[src/rtl/piano_if.sv]
// Key/buzzer bundle for the piano tone generator: raw active-low buttons in, square wave out.
interface piano_if;
  logic [3:0] keys;
  logic       out;

  modport master (output keys, input out);
  modport slave  (input keys, output out);
endinterface

[src/rtl/piano.sv]
// Four-key tone generator: synchronise and debounce the buttons, pick the highest-priority
// held key and drive a 50 % square wave at its pitch. Macro PIANO_DEBOUNCE_EN builds the debounce filter.
module piano #(
  parameter int unsigned CLK_FREQ     = 50_000_000,
  parameter int unsigned DEBOUNCE_CYC = 1_000_000,
  parameter int unsigned HALF0        = 95_420,
  parameter int unsigned HALF1        = 85_034,
  parameter int unsigned HALF2        = 75_758,
  parameter int unsigned HALF3        = 71_633
) (
  input  logic   clk,
  input  logic   rst_n,
  piano_if.slave bus
);

  localparam int unsigned NKEYS = 4;
  localparam int unsigned HC_W  = 17;

  // Reject parameter sets the counters cannot represent.
  if (CLK_FREQ == 0 || DEBOUNCE_CYC == 0 ||
      HALF0 == 0 || HALF1 == 0 || HALF2 == 0 || HALF3 == 0 ||
      HALF0 >= (1 << HC_W) || HALF1 >= (1 << HC_W) ||
      HALF2 >= (1 << HC_W) || HALF3 >= (1 << HC_W)) begin : g_cfg_check
    $error("piano: invalid parameter set");
  end

  logic [NKEYS-1:0] sync1, sync2, kd;
  logic [1:0]       sel, sel_nxt;
  logic             valid, valid_nxt;
  logic [HC_W-1:0]  half, half_nxt, hc;
  logic             tone;

  // rst_n is an active-high synchronous reset despite its name.
  always_ff @(posedge clk) begin
    if (rst_n) begin
      sync1 <= '1;
      sync2 <= '1;
    end else begin
      sync1 <= bus.keys;
      sync2 <= sync1;
    end
  end

`ifdef PIANO_DEBOUNCE_EN
  localparam int unsigned CNT_W = $clog2(DEBOUNCE_CYC + 1);
  localparam logic [CNT_W-1:0] CNT_LAST = CNT_W'(DEBOUNCE_CYC - 1);

  logic [CNT_W-1:0] cnt [NKEYS];

  // Per-key filter: kd follows sync2 only after DEBOUNCE_CYC cycles of disagreement.
  always_ff @(posedge clk) begin
    if (rst_n) begin
      kd <= '1;
      for (int unsigned i = 0; i < NKEYS; i++) cnt[i] <= '0;
    end else begin
      for (int unsigned i = 0; i < NKEYS; i++) begin
        if (sync2[i] == kd[i]) begin
          cnt[i] <= '0;
        end else if (cnt[i] == CNT_LAST) begin
          kd[i]  <= sync2[i];
          cnt[i] <= '0;
        end else begin
          cnt[i] <= cnt[i] + CNT_W'(1);
        end
      end
    end
  end
`else
  assign kd = sync2;
`endif

  // Lowest-numbered pressed key wins.
  always_comb begin
    sel_nxt   = 2'd0;
    valid_nxt = ~&kd;
    half_nxt  = HC_W'(HALF0);
    for (int i = NKEYS - 1; i >= 0; i--) begin
      if (!kd[i]) sel_nxt = 2'(i);
    end
    case (sel_nxt)
      2'd0:    half_nxt = HC_W'(HALF0);
      2'd1:    half_nxt = HC_W'(HALF1);
      2'd2:    half_nxt = HC_W'(HALF2);
      default: half_nxt = HC_W'(HALF3);
    endcase
  end

  // Any change of selection restarts the tone from a low phase.
  always_ff @(posedge clk) begin
    if (rst_n) begin
      sel   <= 2'd0;
      valid <= 1'b0;
      half  <= HC_W'(HALF0);
      hc    <= '0;
      tone  <= 1'b0;
    end else begin
      sel   <= sel_nxt;
      valid <= valid_nxt;
      half  <= half_nxt;
      if (sel_nxt != sel || valid_nxt != valid || !valid) begin
        hc   <= '0;
        tone <= 1'b0;
      end else if (hc == half - HC_W'(1)) begin
        hc   <= '0;
        tone <= ~tone;
      end else begin
        hc <= hc + HC_W'(1);
      end
    end
  end

  assign bus.out = tone;

endmodule

[src/flat_wrapper.sv]
// flat-port wrapper written by rule: the top's interface ports become plain ports
module piano_flat 
#(
  parameter int unsigned CLK_FREQ     = 50_000_000,
  parameter int unsigned DEBOUNCE_CYC = 1_000_000,
  parameter int unsigned HALF0        = 95_420,
  parameter int unsigned HALF1        = 85_034,
  parameter int unsigned HALF2        = 75_758,
  parameter int unsigned HALF3        = 71_633
)
  (clk, rst_n, bus_keys, bus_out);
  piano_if bus_i ();
  input  logic clk;
  input  logic rst_n;
  input wire logic [$bits(bus_i.keys)-1:0] bus_keys;
  output wire logic [$bits(bus_i.out)-1:0] bus_out;
  assign bus_i.keys = bus_keys;
  assign bus_out = bus_i.out;
  piano #(.CLK_FREQ(CLK_FREQ), .DEBOUNCE_CYC(DEBOUNCE_CYC), .HALF0(HALF0), .HALF1(HALF1), .HALF2(HALF2), .HALF3(HALF3)) u_core (.clk(clk), .rst_n(rst_n), .bus(bus_i));
endmodule
[config.mk]
export PLATFORM = sky130hd
export DESIGN_NAME = piano_flat
export DESIGN_NICKNAME = d
export VERILOG_FILES = /design/src/rtl/piano_if.sv /design/src/rtl/piano.sv /design/src/flat_wrapper.sv
export SDC_FILE = /design/constraint.sdc
export NUM_CORES = 1
export LEC_CHECK = 0
export CAP_MARGIN = 20
export CORE_MARGIN = 2
export CORE_UTILIZATION = 30
export DETAILED_ROUTE_END_ITERATION = 7
export SYNTH_ARGS = -nofsm -noshare
export SYNTH_HDL_FRONTEND = slang
export SYNTH_SLANG_ARGS = --single-unit
[constraint.sdc]
create_clock -name clk -period 3.5 [get_ports clk]
set_input_delay 0.35 -clock clk [delete_from_list [all_inputs] [get_ports clk]]
set_output_delay 0.35 -clock clk [all_outputs]
set_load 0.05 [all_outputs]
==> results of run 1 <==
-- routing by layer --
| metal | vias to the layer above | share of wire (%) | GRT usage, % |
|---|---|---|---|
| met5 | - | 0 | 0 |
| li1 | 620 | - | - |
| met2 | 16 | 47 | 18.1 |
| met4 | 0 | 2.2 | 5.59 |
| met3 | 6 | 4.6 | 5.06 |
| met1 | 548 | 46 | 11.9 |
-- power groups by stage --
| stage | Clock (mW) | Sequential, mW | Combinational [mW] |
|---|---|---|---|
| 2_1_floorplan | 0 | 0.461 | 0.0423 |
| 3_3_place_gp | 0 | 0.464 | 0.0516 |
| 3_5_place_dp | 0 | 0.465 | 0.0525 |
| 4_1_cts | 0.322 | 0.454 | 0.0530 |
| 5_1_grt | 0.344 | 0.456 | 0.0599 |
| 6_report | 0.313 | 0.454 | 0.0523 |
-- placed cells by master, fill, tap and decap left out, drive strengths merged, types with 3 or more instances in the layout --
cell / netlist / final
dfxtp: 38 / 38
nor2: 24 / 24
xnor2: 17 / 17
xor2: 12 / 12
inv: 10 / 10
nand2: 8 / 8
nand3: 8 / 8
or2: 8 / 8
ha: 7 / 7
clkbuf: 2 / 6
clkdlybuf4s50: 0 / 6
nand2b: 5 / 5
and3: 5 / 5
a21oi: 5 / 5
nand4: 4 / 4
nor2b: 3 / 3
nor4: 3 / 3
-- per-stage QoR --
stage	power [mW]	util, %	hold slack, ns	instances	instance area (um2)
3_3_place_gp	0.516	33.5	0.392	256	1870
6_report	0.819	35.2	0.411	264	1960
4_1_cts	0.830	35.2	0.415	264	1960
3_5_place_dp	0.517	33.5	0.397	256	1870
2_1_floorplan	0.504	-	0.389	182	1750
5_1_grt	0.860	35.2	0.429	264	1960
-- registers in the layout, summed over array words and instances, names as in the netlist --
register / flops
u_core.bus.out: 1
u_core.half: 9
u_core.hc: 17
u_core.kd: 4
u_core.sel: 2
u_core.sync1: 4
u_core.valid: 1
-- area by class of cell --
type,instances,share of cell area (%)
repair buffers,6,3.06
flip-flops and latches,38,38.7
well taps,72,4.59
inverters,10,1.91
clock buffers,6,4.20
multi-input cells,130,46.9
clock inverters,2,0.637
-- path summary, 6_finish.rpt --
| path | start | to | slack [ns] | depth (start not counted) |
|---|---|---|---|---|
| setup reg to reg | u_core.half[0] | u_core.hc[13] | 1.25 | 8 |
| hold reg to reg | u_core.sync1[2] | u_core.kd[2] | 0.41 | 1 |
| hold / removal | u_core.sync1[2] | u_core.kd[2] | 0.41 | 1 |
| setup / recovery | u_core.half[0] | u_core.hc[13] | 1.25 | 8 |
-- cells in the mapped netlist --
cell / instances / share of area (%)
sky130_fd_sc_hd__nor2b_1: 3 / 1.1
sky130_fd_sc_hd__dfxtp_1: 38 / 44
sky130_fd_sc_hd__nand4_1: 4 / 1.4
sky130_fd_sc_hd__xor2_1: 12 / 6.0
sky130_fd_sc_hd__a21oi_1: 4 / 1.1
sky130_fd_sc_hd__nor3_1: 2 / 0.57
sky130_fd_sc_hd__nor2_1: 24 / 5.2
sky130_fd_sc_hd__and4_1: 1 / 0.50
sky130_fd_sc_hd__clkbuf_1: 2 / 0.43
sky130_fd_sc_hd__o21bai_1: 1 / 0.43
sky130_fd_sc_hd__a32o_1: 1 / 0.57
sky130_fd_sc_hd__nor4_4: 2 / 2.4
sky130_fd_sc_hd__or2_2: 8 / 2.9
sky130_fd_sc_hd__ha_1: 7 / 5.0
sky130_fd_sc_hd__xnor2_1: 17 / 8.5
sky130_fd_sc_hd__nor4_2: 1 / 0.72
sky130_fd_sc_hd__a21bo_2: 1 / 0.57
sky130_fd_sc_hd__o31ai_2: 1 / 0.72
sky130_fd_sc_hd__a31oi_1: 2 / 0.72
sky130_fd_sc_hd__a41oi_1: 1 / 0.50
sky130_fd_sc_hd__nand2b_1: 5 / 1.8
sky130_fd_sc_hd__o21bai_4: 1 / 1.1
sky130_fd_sc_hd__or2b_1: 1 / 0.43
sky130_fd_sc_hd__o2111ai_2: 1 / 0.86
sky130_fd_sc_hd__a21o_1: 1 / 0.43
sky130_fd_sc_hd__nand3_1: 8 / 2.3
sky130_fd_sc_hd__nand2_1: 8 / 1.7
sky130_fd_sc_hd__inv_1: 10 / 2.2
sky130_fd_sc_hd__nand4b_1: 1 / 0.50
sky130_fd_sc_hd__o21ai_2: 1 / 0.50
sky130_fd_sc_hd__and3_1: 5 / 1.8
sky130_fd_sc_hd__nor3b_1: 2 / 0.86
sky130_fd_sc_hd__o21ai_0: 1 / 0.29
sky130_fd_sc_hd__or3_1: 2 / 0.72
sky130_fd_sc_hd__buf_6: 1 / 0.65
sky130_fd_sc_hd__buf_4: 1 / 0.43
sky130_fd_sc_hd__a21oi_2: 1 / 0.50
-- worst register-to-register path: stages (launching register included) --
cell and delay, ns:
sky130_fd_sc_hd__dfxtp_1 0.41, sky130_fd_sc_hd__inv_1 0.10, sky130_fd_sc_hd__ha_1 0.32, sky130_fd_sc_hd__xor2_1 0.17
sky130_fd_sc_hd__nand3_1 0.13, sky130_fd_sc_hd__nor4_4 0.31, sky130_fd_sc_hd__o2111ai_2 0.19, sky130_fd_sc_hd__o21bai_4 0.39
sky130_fd_sc_hd__nor2_1 0.10
-- logic make-up after synthesis --
group	Yosys count
AO/OA/AOI/OAI	17
XOR/XNOR	29
adder cells (fa/ha/maj)	7
buffers and inverters	14
flip-flops	38
AND/OR/NAND/NOR	77
==> metrics.log, run 1 <==
[metrics] multiplexer share of the synthesized area: 0%
[metrics] slack of the critical path: 1.25 ns
[metrics] core area: 5570 um2
[metrics] IO Port Bufs: 6
[metrics] switching power: 0.190 mW
[metrics] crit path buf inv count: 1
[metrics] total count of hold-check failures in the final report: 0
[metrics] Top delay family on crit path: compound AO/OA/AOI/OAI gates
[metrics] worst slack, placed: 1.25 ns
[metrics] switching power share of the total: 23.2%
[metrics] clock network latency to the later pin of the worst-skew pair: 0.29 ns
[metrics] type of origin of the critical path: register
[metrics] register area share after synthesis: 43.6%
[metrics] measured slew at the worst slew-check pin: 0.526 ns
[metrics] vertical die dimension: 80.3 um
[metrics] type of the worst setup path: reg -> reg
[metrics] Post-Synth XOR/XNOR Area: 14.6%
[metrics] proportion of layout cells with a drive suffix above 1: 13.0%
[metrics] class of the tightest hold or removal check: reg -> reg
[metrics] area occupied by multi-input gates: 921 um2
[metrics] RSZ-0062 raised after global routing: false
[metrics] All-Layer GR Usage: 11.0%
[metrics] maximum vdd drop: 213 uV
[metrics] shortest period the worst path allows: 2.25 ns
[metrics] endpoint class of the critical path: register
[metrics] boundary pin count: 7
[metrics] reported max-cap violation count: 0
[metrics] largest fanout of any net on the critical path: 17
[metrics] full die area: 6440 um2
[metrics] cell breakdown of the critical path: inv_1 -> ha_1 -> xor2_1 -> nand3_1 -> nor4_4 -> o2111ai_2 -> o21bai_4 -> nor2_1
[metrics] static leakage: 0.734 nW
[metrics] FF/Latch Area: 761 um2
[metrics] number of remaining DRC errors: 0
[metrics] Warnings, synthesis: 0
[metrics] placement row count: 27
[metrics] drt pass-1 iters: 4
[metrics] Diodes inserted: 0
[metrics] PD cells: 417 nW/um2
[metrics] cell internal pwr: 0.629 mW
[metrics] filler cell count in the final layout: 576
[metrics] status: completed
[metrics] # setup viols final: 0
[metrics] Final TNS setup: 0 ns
[metrics] Netlist Area Pre-Place: 1750 um2
[metrics] WL/cell: 11.2 um
[metrics] initial core utilization: 31.3%
[metrics] clock slew seen by the registers of the worst setup and hold paths: 0.07 ns
[metrics] worst-path cell with the longest stage delay: sky130_fd_sc_hd__dfxtp_1
[metrics] Final Slew Violations: 0
[metrics] first-pass GRT wire length: 5350 um
[metrics] combinational power share: 6.4%
[metrics] buffers from clock root to sink, at most: 2
[metrics] area delta synth->final: 12.5%
[metrics] number of standard cells after synthesis: 182
[metrics] count of distinct cell types in the synthesized netlist: 37
[metrics] maximum number of pins on one net before global-route repair: 18
[metrics] initial antenna violation count: 0
[metrics] Mapped Avg Cell Area: 9.59 um2
[metrics] worst clock skew: 0.00615 ns
[metrics] CTS HTree Levels: 2
[metrics] Net count, final: 204
[metrics] worst rel slew slack: 64.8%
[metrics] synthesized-area fraction occupied by and/or/nand/nor cells: 24.9%
[metrics] Post-CTS Setup Bufs: 0
[metrics] post-synthesis share of cell area spent on full adders, half adders and majority gates: 5.02%
[metrics] sum of net half-perimeters after detailed placement: 2220 um
[metrics] clock root buffer master: sky130_fd_sc_hd__clkbuf_8
[metrics] number of DRC markers in iteration 0: 33
[metrics] grt total ovfl: 0
[metrics] required time of the worst setup path: 3.66 ns
[metrics] arrival time worst endpoint: 2.41 ns
[metrics] Synth Area in Compound Gates: 8.32%
[metrics] gp weighted congestion: 0.759
[metrics] total CTS buffers: 5
[metrics] Achievable Freq: 445 MHz
[metrics] Chip Width: 80.3 um
[metrics] total vias in the final route: 1190
[metrics] CTS tree: done
[metrics] combinational family with the most area after synthesis: simple AND/OR/NAND/NOR gates
[metrics] share of power burned in the clock network: 38.2%
[metrics] clock sink count: 38
[metrics] Via-to-Cell Ratio: 4.51
[metrics] final period utilization: 64.2%
[metrics] post-cts resize count: 0
[metrics] total wire length after detailed routing: 2960 um
[metrics] flops & latches, synth: 38
[metrics] via count of the first global-routing pass: 1195
[metrics] residual antenna-violating net count after detailed routing: 0
[metrics] sequential group share of total power: 55.5%
[metrics] delay of the slowest cell on the worst path: 0.41 ns
[metrics] synthesized netlist net count: 195
[metrics] post-cts hold buffer count: 0
Power figures use the tool's default switching activity.
==> run 2, diff against run 1 <==
==> constraint.sdc (replaced) <==
create_clock -name clk -period 1.9 [get_ports clk]
set_input_delay 0.19 -clock clk [delete_from_list [all_inputs] [get_ports clk]]
set_output_delay 0.19 -clock clk [all_outputs]
set_load 0.05 [all_outputs]
==> metrics.log, run 2 (same netlist as run 1, synthesis figures left out) <==
[metrics] status: completed
[metrics] clock slew seen by the registers of the worst setup and hold paths: 0.08 ns (about the same)
[metrics] max FFs per register: 17 (unchanged)
[metrics] gp weighted congestion: 0.851 (+12%)
[metrics] CTS tree: done
[metrics] largest registers: u_core.hc (17), u_core.half (9)
[metrics] slack of the critical path: 0.0316 ns (-1.22 ns)
[metrics] # setup viols final: 0 (unchanged)
[metrics] drt pass-1 iters: 4 (unchanged)
[metrics] most frequent standard cell in the layout excluding fill and tap cells: sky130_fd_sc_hd__dfxtp_1
[metrics] All-Layer GR Usage: 10.7% (-0.35 points)
[metrics] CTS HTree Levels: 2 (unchanged)
[metrics] filler cell count in the final layout: 557 (-3.3%)
[metrics] boundary pin count: 7 (unchanged)
[metrics] Reg with most FFs: u_core.hc
[metrics] number of remaining DRC errors: 0 (unchanged)
[metrics] Top delay family on crit path: simple AND/OR/NAND/NOR gates
[metrics] final period utilization: 98.3% (+34 points)
[metrics] post-cts hold buffer count: 0 (unchanged)
[metrics] maximum vdd drop: 490 uV (+130%)
[metrics] IO Port Bufs: 6 (unchanged)
[metrics] sum of net half-perimeters after detailed placement: 2160 um (-2.6%)
[metrics] area delta synth->final: 24.2%
[metrics] WL/cell: 10.9 um (-2.4%)
[metrics] endpoint class of the critical path: register
[metrics] area occupied by multi-input gates: 991 um2 (+7.6%)
[metrics] shortest period the worst path allows: 1.87 ns (-0.380 ns)
[metrics] Net count, final: 219 (+7.4%)
[metrics] Via-to-Cell Ratio: 4.53 (+0.43%)
[metrics] Diodes inserted: 0 (unchanged)
[metrics] proportion of layout cells with a drive suffix above 1: 26.6% (+14 points)
[metrics] crit path buf inv count: 1 (unchanged)
[metrics] grt total ovfl: 0 (unchanged)
[metrics] minimum hold slack: 0.409 ns (-0.00178 ns)
[metrics] clock root buffer master: sky130_fd_sc_hd__clkbuf_8
[metrics] static leakage: 0.833 nW (+13%)
[metrics] delay of the slowest cell on the worst path: 0.36 ns (-0.05 ns)
[metrics] number of DRC markers in iteration 0: 91 (+180%)
[metrics] class of the tightest hold or removal check: reg -> reg
[metrics] initial antenna violation count: 0 (unchanged)
[metrics] RSZ-0062 raised after global routing: true
[metrics] total vias in the final route: 1263 (+6.1%)
[metrics] largest fanout of any net on the critical path: 3 (-14)
[metrics] type of origin of the critical path: register
[metrics] worst slack, placed: -0.0979 ns (-1.35 ns)
[metrics] via count of the first global-routing pass: 1172 (-1.9%)
[metrics] total count of hold-check failures in the final report: 0 (unchanged)
[metrics] arrival time worst endpoint: 2.11 ns (-0.30 ns)
[metrics] clock sink count: 38 (unchanged)
[metrics] buffers from clock root to sink, at most: 2 (unchanged)
[metrics] reported max-cap violation count: 0 (unchanged)
[metrics] cell breakdown of the critical path: inv_2 -> ha_4 -> nor3b_4 -> or2b_1 -> a31oi_2 -> o2111ai_2 -> or3_1 -> a21oi_2
[metrics] commonest cells after routing, fill and taps aside: 33 x sky130_fd_sc_hd__dfxtp_1, 23 x sky130_fd_sc_hd__nor2_1, 16 x sky130_fd_sc_hd__xnor2_1
[metrics] maximum number of pins on one net before global-route repair: 18 (unchanged)
[metrics] full die area: 6440 um2 (unchanged)
[metrics] Chip Width: 80.3 um (unchanged)
[metrics] clock network latency to the later pin of the worst-skew pair: 0.29 ns (about the same)
[metrics] placement row count: 27 (unchanged)
[metrics] residual antenna-violating net count after detailed routing: 0 (unchanged)
[metrics] worst-path cell with the longest stage delay: sky130_fd_sc_hd__or3_1
[metrics] worst clock skew: 0.00587 ns (-0.000273 ns)
[metrics] Achievable Freq: 535 MHz (+20%)
[metrics] initial core utilization: 31.3% (unchanged)
[metrics] Final Slew Violations: 0 (unchanged)
[metrics] Final TNS setup: 0 ns (unchanged)
[metrics] PD cells: 713 nW/um2 (+71%)
[metrics] total CTS buffers: 5 (unchanged)
[metrics] total wire length after detailed routing: 3060 um (+3.2%)
[metrics] Pwr Total: 1.55 mW (+89%)
[metrics] worst rel slew slack: 67.5% (+2.7 points)
[metrics] measured slew at the worst slew-check pin: 0.486 ns (-0.0402 ns)
[metrics] FF/Latch Area: 769 um2 (+1.2%)
[metrics] first-pass GRT wire length: 5210 um (-2.6%)
[metrics] vertical die dimension: 80.3 um (unchanged)
[metrics] type of the worst setup path: reg -> reg
[metrics] core area: 5570 um2 (unchanged)
[metrics] required time of the worst setup path: 2.14 ns (-1.52 ns)
## run 2: changes by cell type in the layout (fill, tap and decap cells not counted), sizes merged
cell / delta
buf: +15
## run 2: area by class of cell
| cell class | count | area share, % |
|---|---|---|
| clock buffers | 6 | 3.81 |
| clock inverters | 2 | 0.577 |
| inverters | 10 | 1.73 |
| multi-input cells | 130 | 45.7 |
| flip-flops and latches | 38 | 35.5 |
| well taps | 72 | 4.15 |
| repair buffers | 21 | 8.54 |
## run 2: layer usage
layer  up-vias  global-route usage, %  wire (um)  part of all wire (%)
met4         0                   5.25         65                   2.1
met1       587                   13.0       1460                    48
li1        650                      -          -                     -
met3         7                   3.37        118                   3.9
met5         -                      0          0                     0
met2        19                   17.0       1410                    46
## run 2: stage by stage
stage / std cells / utilization [%] / area (um2)
floorplan: 182 / - / 1750
global placement: 265 / 35.0 / 1950
detailed placement: 265 / 35.0 / 1950
CTS: 275 / 37.6 / 2100
global route: 279 / 38.9 / 2170
finish: 279 / 38.9 / 2170
## run 2: path summary, 6_finish.rpt
| check | slack (ns) | cells after the start | startpoint | end |
|---|---|---|---|---|
| setup / recovery | 0.03 | 8 | u_core.half[0] | u_core.bus.out |
| hold / removal | 0.41 | 1 | u_core.sync1[1] | u_core.kd[1] |
| setup reg to reg | 0.03 | 8 | u_core.half[0] | u_core.bus.out |
| hold reg to reg | 0.41 | 1 | u_core.sync1[1] | u_core.kd[1] |
## run 2: repair_timing
item	CTS	global route
pin swaps	5	6
setup buffers	2	4
gates resized for setup	8	11
endpoints found under the setup margin	18	18
## run 2: report_power, final
group | switching, mW | total (mW) | internal, mW
sequential | 0.0202 | 0.839 | 0.818
combinational | 0.0569 | 0.127 | 0.0697
clock | 0.289 | 0.581 | 0.291
total | 0.366 | 1.55 | 1.18
